## src/rtl/mac_array_dot_acc.sv

```systemverilog
// Pipelined dot-product engine: LANES multipliers feed a registered adder tree and a
// vector accumulator. A last beat emits the full-width sum plus a shifted, saturated copy.
module mac_array_dot_acc #(
    parameter int LANES = 8,
    parameter int DW    = 8,
    parameter int ACCW  = 32,
    parameter int OUTW  = 16
) (
    input  logic                  clk,
    input  logic                  rst_n,
    input  logic                  clear,
    input  logic                  in_valid,
    output logic                  in_ready,
    input  logic                  in_last,
    input  logic                  signed_mode,
    input  logic [LANES*DW-1:0]   data_in,
    input  logic [LANES*DW-1:0]   weight_in,
    input  logic [4:0]            shift,
    output logic                  out_valid,
    input  logic                  out_ready,
    output logic [ACCW-1:0]       out_acc,
    output logic [OUTW-1:0]       out_q,
    output logic                  out_sat,
    output logic [15:0]           out_beats
);

    localparam int L     = $clog2(LANES);
    localparam int NODES = 2 * LANES;
    localparam logic signed [ACCW-1:0] QMAX = {{(ACCW-OUTW+1){1'b0}}, {(OUTW-1){1'b1}}};
    localparam logic signed [ACCW-1:0] QMIN = ~QMAX;

    // Heap-ordered tree: node 1 is the root, leaves LANES..2*LANES-1 hold the products.
    // All nodes of one depth form one pipeline stage; stage k valid/last live in bit k.
    logic [ACCW-1:0]  node_q [1:NODES-1];
    logic [ACCW-1:0]  node_d [1:NODES-1];
    logic [L:0]       vld_q, vld_d;
    logic [L:0]       lst_q, lst_d;
    logic [ACCW-1:0]  acc_q, acc_d;
    logic [15:0]      cnt_q, cnt_d;
    logic             out_valid_q, out_valid_d;
    logic [ACCW-1:0]  out_acc_q, out_acc_d;
    logic [OUTW-1:0]  out_q_q, out_q_d;
    logic             out_sat_q, out_sat_d;
    logic [15:0]      out_beats_q, out_beats_d;

    logic                   advance;
    logic [ACCW-1:0]        acc_next;
    logic signed [ACCW-1:0] t;
    logic [15:0]            cnt_inc;

    // Operands are widened to the product width with the sign bit only in signed mode,
    // so a single signed multiply serves both modes.
    function automatic logic [ACCW-1:0] lane_prod(input logic [DW-1:0] d,
                                                  input logic [DW-1:0] w,
                                                  input logic sm);
        logic signed [2*DW+1:0] a;
        logic signed [2*DW+1:0] b;
        logic signed [2*DW+1:0] p;
        a = {{(DW+2){sm & d[DW-1]}}, d};
        b = {{(DW+2){sm & w[DW-1]}}, w};
        p = a * b;
        return ACCW'(p);
    endfunction

    always_comb begin
        advance  = !out_valid_q || out_ready;
        acc_next = acc_q + node_q[1];
        t        = $signed(acc_next) >>> shift;
        cnt_inc  = (cnt_q == 16'hFFFF) ? cnt_q : cnt_q + 16'd1;

        node_d      = node_q;
        vld_d       = vld_q;
        lst_d       = lst_q;
        acc_d       = acc_q;
        cnt_d       = cnt_q;
        out_valid_d = out_valid_q;
        out_acc_d   = out_acc_q;
        out_q_d     = out_q_q;
        out_sat_d   = out_sat_q;
        out_beats_d = out_beats_q;

        if (advance) begin
            for (int i = 0; i < LANES; i++) begin
                node_d[LANES+i] = lane_prod(data_in[i*DW +: DW], weight_in[i*DW +: DW],
                                            signed_mode);
            end
            for (int n = 1; n < LANES; n++) begin
                node_d[n] = node_q[2*n] + node_q[2*n+1];
            end
            vld_d       = {vld_q[L-1:0], in_valid};
            lst_d       = {lst_q[L-1:0], in_last};
            out_valid_d = 1'b0;

            if (vld_q[L]) begin
                if (lst_q[L]) begin
                    out_valid_d = 1'b1;
                    out_acc_d   = acc_next;
                    out_beats_d = cnt_inc;
                    if (t > QMAX) begin
                        out_q_d   = QMAX[OUTW-1:0];
                        out_sat_d = 1'b1;
                    end else if (t < QMIN) begin
                        out_q_d   = QMIN[OUTW-1:0];
                        out_sat_d = 1'b1;
                    end else begin
                        out_q_d   = t[OUTW-1:0];
                        out_sat_d = 1'b0;
                    end
                    acc_d = '0;
                    cnt_d = '0;
                end else begin
                    acc_d = acc_next;
                    cnt_d = cnt_inc;
                end
            end
        end

        if (clear) begin
            vld_d       = '0;
            acc_d       = '0;
            cnt_d       = '0;
            out_valid_d = 1'b0;
            out_acc_d   = '0;
            out_q_d     = '0;
            out_sat_d   = 1'b0;
            out_beats_d = '0;
        end
    end

    always_ff @(posedge clk or negedge rst_n) begin
        if (!rst_n) begin
            for (int n = 1; n < NODES; n++) begin
                node_q[n] <= '0;
            end
            vld_q       <= '0;
            lst_q       <= '0;
            acc_q       <= '0;
            cnt_q       <= '0;
            out_valid_q <= 1'b0;
            out_acc_q   <= '0;
            out_q_q     <= '0;
            out_sat_q   <= 1'b0;
            out_beats_q <= '0;
        end else begin
            node_q      <= node_d;
            vld_q       <= vld_d;
            lst_q       <= lst_d;
            acc_q       <= acc_d;
            cnt_q       <= cnt_d;
            out_valid_q <= out_valid_d;
            out_acc_q   <= out_acc_d;
            out_q_q     <= out_q_d;
            out_sat_q   <= out_sat_d;
            out_beats_q <= out_beats_d;
        end
    end

    assign in_ready  = advance;
    assign out_valid = out_valid_q;
    assign out_acc   = out_acc_q;
    assign out_q     = out_q_q;
    assign out_sat   = out_sat_q;
    assign out_beats = out_beats_q;

endmodule

```

## config.mk

```make
export PLATFORM = sky130hd
export DESIGN_NAME = mac_array_dot_acc
export DESIGN_NICKNAME = d
export VERILOG_FILES = /design/src/rtl/mac_array_dot_acc.sv
export SDC_FILE = /design/constraint.sdc
export NUM_CORES = 2
export LEC_CHECK = 0
export BUFFER_PORTS_ARGS = -buffer_cell sky130_fd_sc_hd__buf_2
export CORE_MARGIN = 3
export CORE_UTILIZATION = 50
export CTS_BUF_LIST = sky130_fd_sc_hd__clkbuf_8
export CTS_CLUSTER_SIZE = 12
export DETAILED_ROUTE_END_ITERATION = 10
export PLACE_DENSITY_LB_ADDON = 0.1
export SYNTH_ARGS = -nofsm -noshare
export SYNTH_HDL_FRONTEND = slang
export SYNTH_SLANG_ARGS = --single-unit
```

## constraint.sdc

```tcl
create_clock -name clk -period 4 [get_ports clk]
set_input_delay 0.2 -clock clk [delete_from_list [all_inputs] [get_ports clk]]
set_output_delay 0.2 -clock clk [all_outputs]
set_load 0.01 [all_outputs]
```

==> results.sh <==
export IMPL_outcome="finished with violations"
export IMPL_failed_checks="setup timing"
export IMPL_fp_row_count=115
export IMPL_worstMarginPinSlew_ns=0.8621
export IMPL_htreeDepth=3
export IMPL_placed_area_mm2=0.05782
export IMPL_final_cell_mix="buf_4 (784), nand2_1 (757), inv_1 (740)"
export IMPL_power_density_mw_per_mm2=737.5
export IMPL_fill_cells=8605
export IMPL_vias_per_cell=5.244
export IMPL_dr_first_iter_drc_count=2301
export IMPL_cap_viol_max_count=0
export IMPL_yosysWarnings=0
export IMPL_synthFlopType="dfrtp_1"
export IMPL_syn_cell_area_mm2=0.04997
export IMPL_fin_nets=7628
export IMPL_yosys_area_top_type="fa_1"
export IMPL_synth_seq_cells=438
export IMPL_async_reset_ff_frac=1.000
export IMPL_num_vias=40870
export IMPL_final_cell_count_no_fill=7793
export IMPL_clk_pin_slew_ns=0.07
export IMPL_skew_ns=0.03165
export IMPL_io_buffer_count=206
export IMPL_cp_required_ns=4.54
export IMPL_grt_max_degree=211
export IMPL_drc=0
export IMPL_synth_fp_nets=6750
export IMPL_hold_path_depth=4
export IMPL_io_pins=207
export IMPL_track_usage=0.2445
export IMPL_finalHoldViolations=0
export IMPL_numCtsBuffers=79
export IMPL_clock_sinks=438
export IMPL_finalCoreUtilization=0.6230
export IMPL_slew_limit_headroom=0.4253
export IMPL_path_class="reg -> reg"
export IMPL_layout_drive_gt1_share=0.2275
export IMPL_finalCritPeriodShare=1.122
export IMPL_grt_pass1_wl_um=209900
export IMPL_core_area_mm2=0.09871
export IMPL_setup_viol_count_final=59
export IMPL_layout_commonest_cell="buf_4"
export IMPL_end_kind="flip-flop"
export IMPL_clk_path_buf_depth=3
export IMPL_synth_edf_count=0
export IMPL_fp_dieH_um=322.1
export IMPL_slew_viol_final=0
export IMPL_r2r_start="acc_q[0]$_DFFE_PN0P_"
export IMPL_peakVddDrop_uv=432.1
export IMPL_timing_rr_end="out_q[5]$_DFFE_PN0P_"
export IMPL_die_w_um=322.1
export IMPL_syn_area_per_cell_um2=8.979
export IMPL_hold_end="node_q[64]$_DFFE_PN0P_"
export IMPL_design_die_area_mm2=0.1038
export IMPL_gp_congestion=0.9094
export IMPL_ys_seq_area_frac=0.2194
export IMPL_holdWs_ns=0.06193
export IMPL_yosysTopAreaCellShare=0.2284
export IMPL_dp_cells=7570
export IMPL_tns_ns=-17.77
export IMPL_routedWlPerCell_um=15.99
export IMPL_syn2layout_area_growth_pct=23.06
export IMPL_clock_latency_ns=0.65
export IMPL_cp_max_fo=7
export IMPL_hold_path_class="in -> reg"
export IMPL_p_leak_nw=30.62
export IMPL_r2r_slack_ns=-0.49
export IMPL_period_needed_ns=4.488
export IMPL_grt_overflow=0
export IMPL_fin_area_mm2=0.06149
export IMPL_cts_tree="built"
export IMPL_grt_pass1_vias=41880
export IMPL_cp_start_kind="flip-flop"
export IMPL_ant_nets=0
export IMPL_setup_slack_ns=-0.4876
export IMPL_cts_root_buf="clkbuf_8"
export IMPL_hp_start="weight_in[40]"
export IMPL_post_dp_hpwl_um=99610
export IMPL_fmax_mhz=222.8
export IMPL_synth_cell_type_count=102
export IMPL_firstDrtPassIters=6
export IMPL_r2r_cells=18
export IMPL_antenna_found_initial=1
export IMPL_cp_arrival_ns=5.03
export IMPL_netlist_instances=5565
export IMPL_rsz0062_at_grt="yes"
export IMPL_yosys_top_cells_area="fa_1 (23%), dfrtp_1 (22%), ha_1 (12%), nand2_1 (5.7%), inv_1 (5.6%)"
export IMPL_routed_wl_um=124600
export IMPL_start_util=0.5062
==> how the worst max path moves through the flow <==
| stage | startpoint | endpoint | slack (ns) | cells past startpoint |
|---|---|---|---|---|
| 2_1_floorplan | signed_mode | node_q[49]$_DFFE_PN0P_ | -0.84 | 22 |
| 3_3_place_gp | signed_mode | node_q[241]$_DFFE_PN0P_ | -1.12 | 24 |
| 3_5_place_dp | signed_mode | node_q[241]$_DFFE_PN0P_ | -1.19 | 24 |
| 4_1_cts | signed_mode | node_q[241]$_DFFE_PN0P_ | -0.39 | 24 |
| 5_1_grt | signed_mode | node_q[113]$_DFFE_PN0P_ | -0.70 | 23 |
| 6_report | acc_q[0]$_DFFE_PN0P_ | out_q[5]$_DFFE_PN0P_ | -0.49 | 18 |
==> synthesized netlist by cell type, types with 7 or more instances <==
| library cell | instances |
|---|---|
| a2111oi_0 | 9 |
| a211o_1 | 8 |
| a211oi_1 | 38 |
| a21boi_0 | 23 |
| a21o_1 | 48 |
| a21oi_1 | 372 |
| a22o_1 | 45 |
| a31o_2 | 9 |
| a31oi_1 | 13 |
| and2_1 | 252 |
| and3_1 | 56 |
| buf_1 | 9 |
| clkbuf_1 | 205 |
| clkbuf_8 | 11 |
| dfrtp_1 | 438 |
| fa_1 | 570 |
| ha_1 | 475 |
| inv_1 | 740 |
| mux2_2 | 12 |
| mux2i_1 | 23 |
| nand2_1 | 762 |
| nand2b_1 | 57 |
| nand3_1 | 95 |
| nand4_1 | 18 |
| nor2_1 | 315 |
| nor2b_1 | 15 |
| nor3_1 | 68 |
| nor4_1 | 18 |
| o2111ai_1 | 9 |
| o211ai_1 | 22 |
| o21a_1 | 24 |
| o21ai_0 | 207 |
| o21ai_1 | 7 |
| o21bai_1 | 71 |
| o311ai_1 | 13 |
| o31ai_1 | 44 |
| o41ai_1 | 7 |
| or2_2 | 21 |
| or3_1 | 24 |
| or4_1 | 8 |
| xnor2_1 | 190 |
| xor2_1 | 81 |
==> cell families after synthesis <==
logic type,count (synthesis),synth area share
AO/OA/AOI/OAI,1040,0.1342
multiplexers,44,0.01127
buffers and inverters,983,0.07780
adder cells (fa/ha/maj),1045,0.3473
flip-flops,438,0.2194
XOR/XNOR,273,0.04815
AND/OR/NAND/NOR,1742,0.1620
==> sequential cells by signal, summed over array words and instances, names as in the netlist, 4 cells and up <==
signal and count:
out_q 16, out_beats 16, vld_q 4, node_q 316
out_acc 32, lst_q 4, cnt_q 16, acc_q 32
==> where the power goes <==
| group | switching, mW | internal, mW |
|---|---|---|
| Combinational | 16.4 | 16.8 |
| Clock | 2.00 | 2.59 |
| Sequential | 1.26 | 6.35 |
| Total | 19.6 | 25.7 |
==> cell type report <==
cell class              count  area (um2)  share of cell area
multi-input cells        4144       36780              0.5981
repair buffers           1039        7624              0.1240
clock inverters            50       441.7            0.007183
diodes                      1       2.502          0.00004070
well taps                1287        1610             0.02619
flip-flops and latches    438       10960              0.1783
clock buffers              93        1280             0.02082
inverters                 741        2794             0.04544
==> layer usage <==
metal / wire length [um] / share of wire / track usage
met1: 56720 / 0.46 / 0.3378
met3: 4420 / 0.035 / 0.02325
met2: 61180 / 0.49 / 0.4196
met4: 2326 / 0.019 / 0.05383
met5: 0 / 0 / 0
==> metrics by stage <==
stage	total power [mW]	setup WS, ns
6_report	45.35	-0.4876
5_1_grt	50.06	-0.6996
4_1_cts	44.65	-0.3873
3_5_place_dp	38.10	-1.189
3_3_place_gp	37.58	-1.124
2_1_floorplan	27.81	-0.8353
==> critical path, stage by stage, from the launching register on <==
cell       delay (ns)
dfrtp_1          0.40
ha_4             0.16
fa_2             0.21
a211oi_2         0.08
o211a_1          0.25
o41a_1           0.42
buf_6            0.14
buf_12           0.13
o31a_1           0.29
xor2_2           0.20
buf_6            0.13
a2111o_1         0.35
o32a_1           0.19
o21bai_4         0.19
a2111oi_4        0.36
and4bb_4         0.32
a211oi_4         0.08
buf_6            0.18
o311ai_2         0.27
==> what timing repair did <==
action | 4_1_cts | 5_1_grt
buffers inserted | 51 | 32
endpoints found under the hold margin | 107 | 0
resized for setup | 138 | 99
hold buffers | 14 | 0
gates cloned | 3 | 0
pin swaps | 72 | 123
endpoints found under the setup margin | 68 | 89
Power figures use the tool's default switching activity.
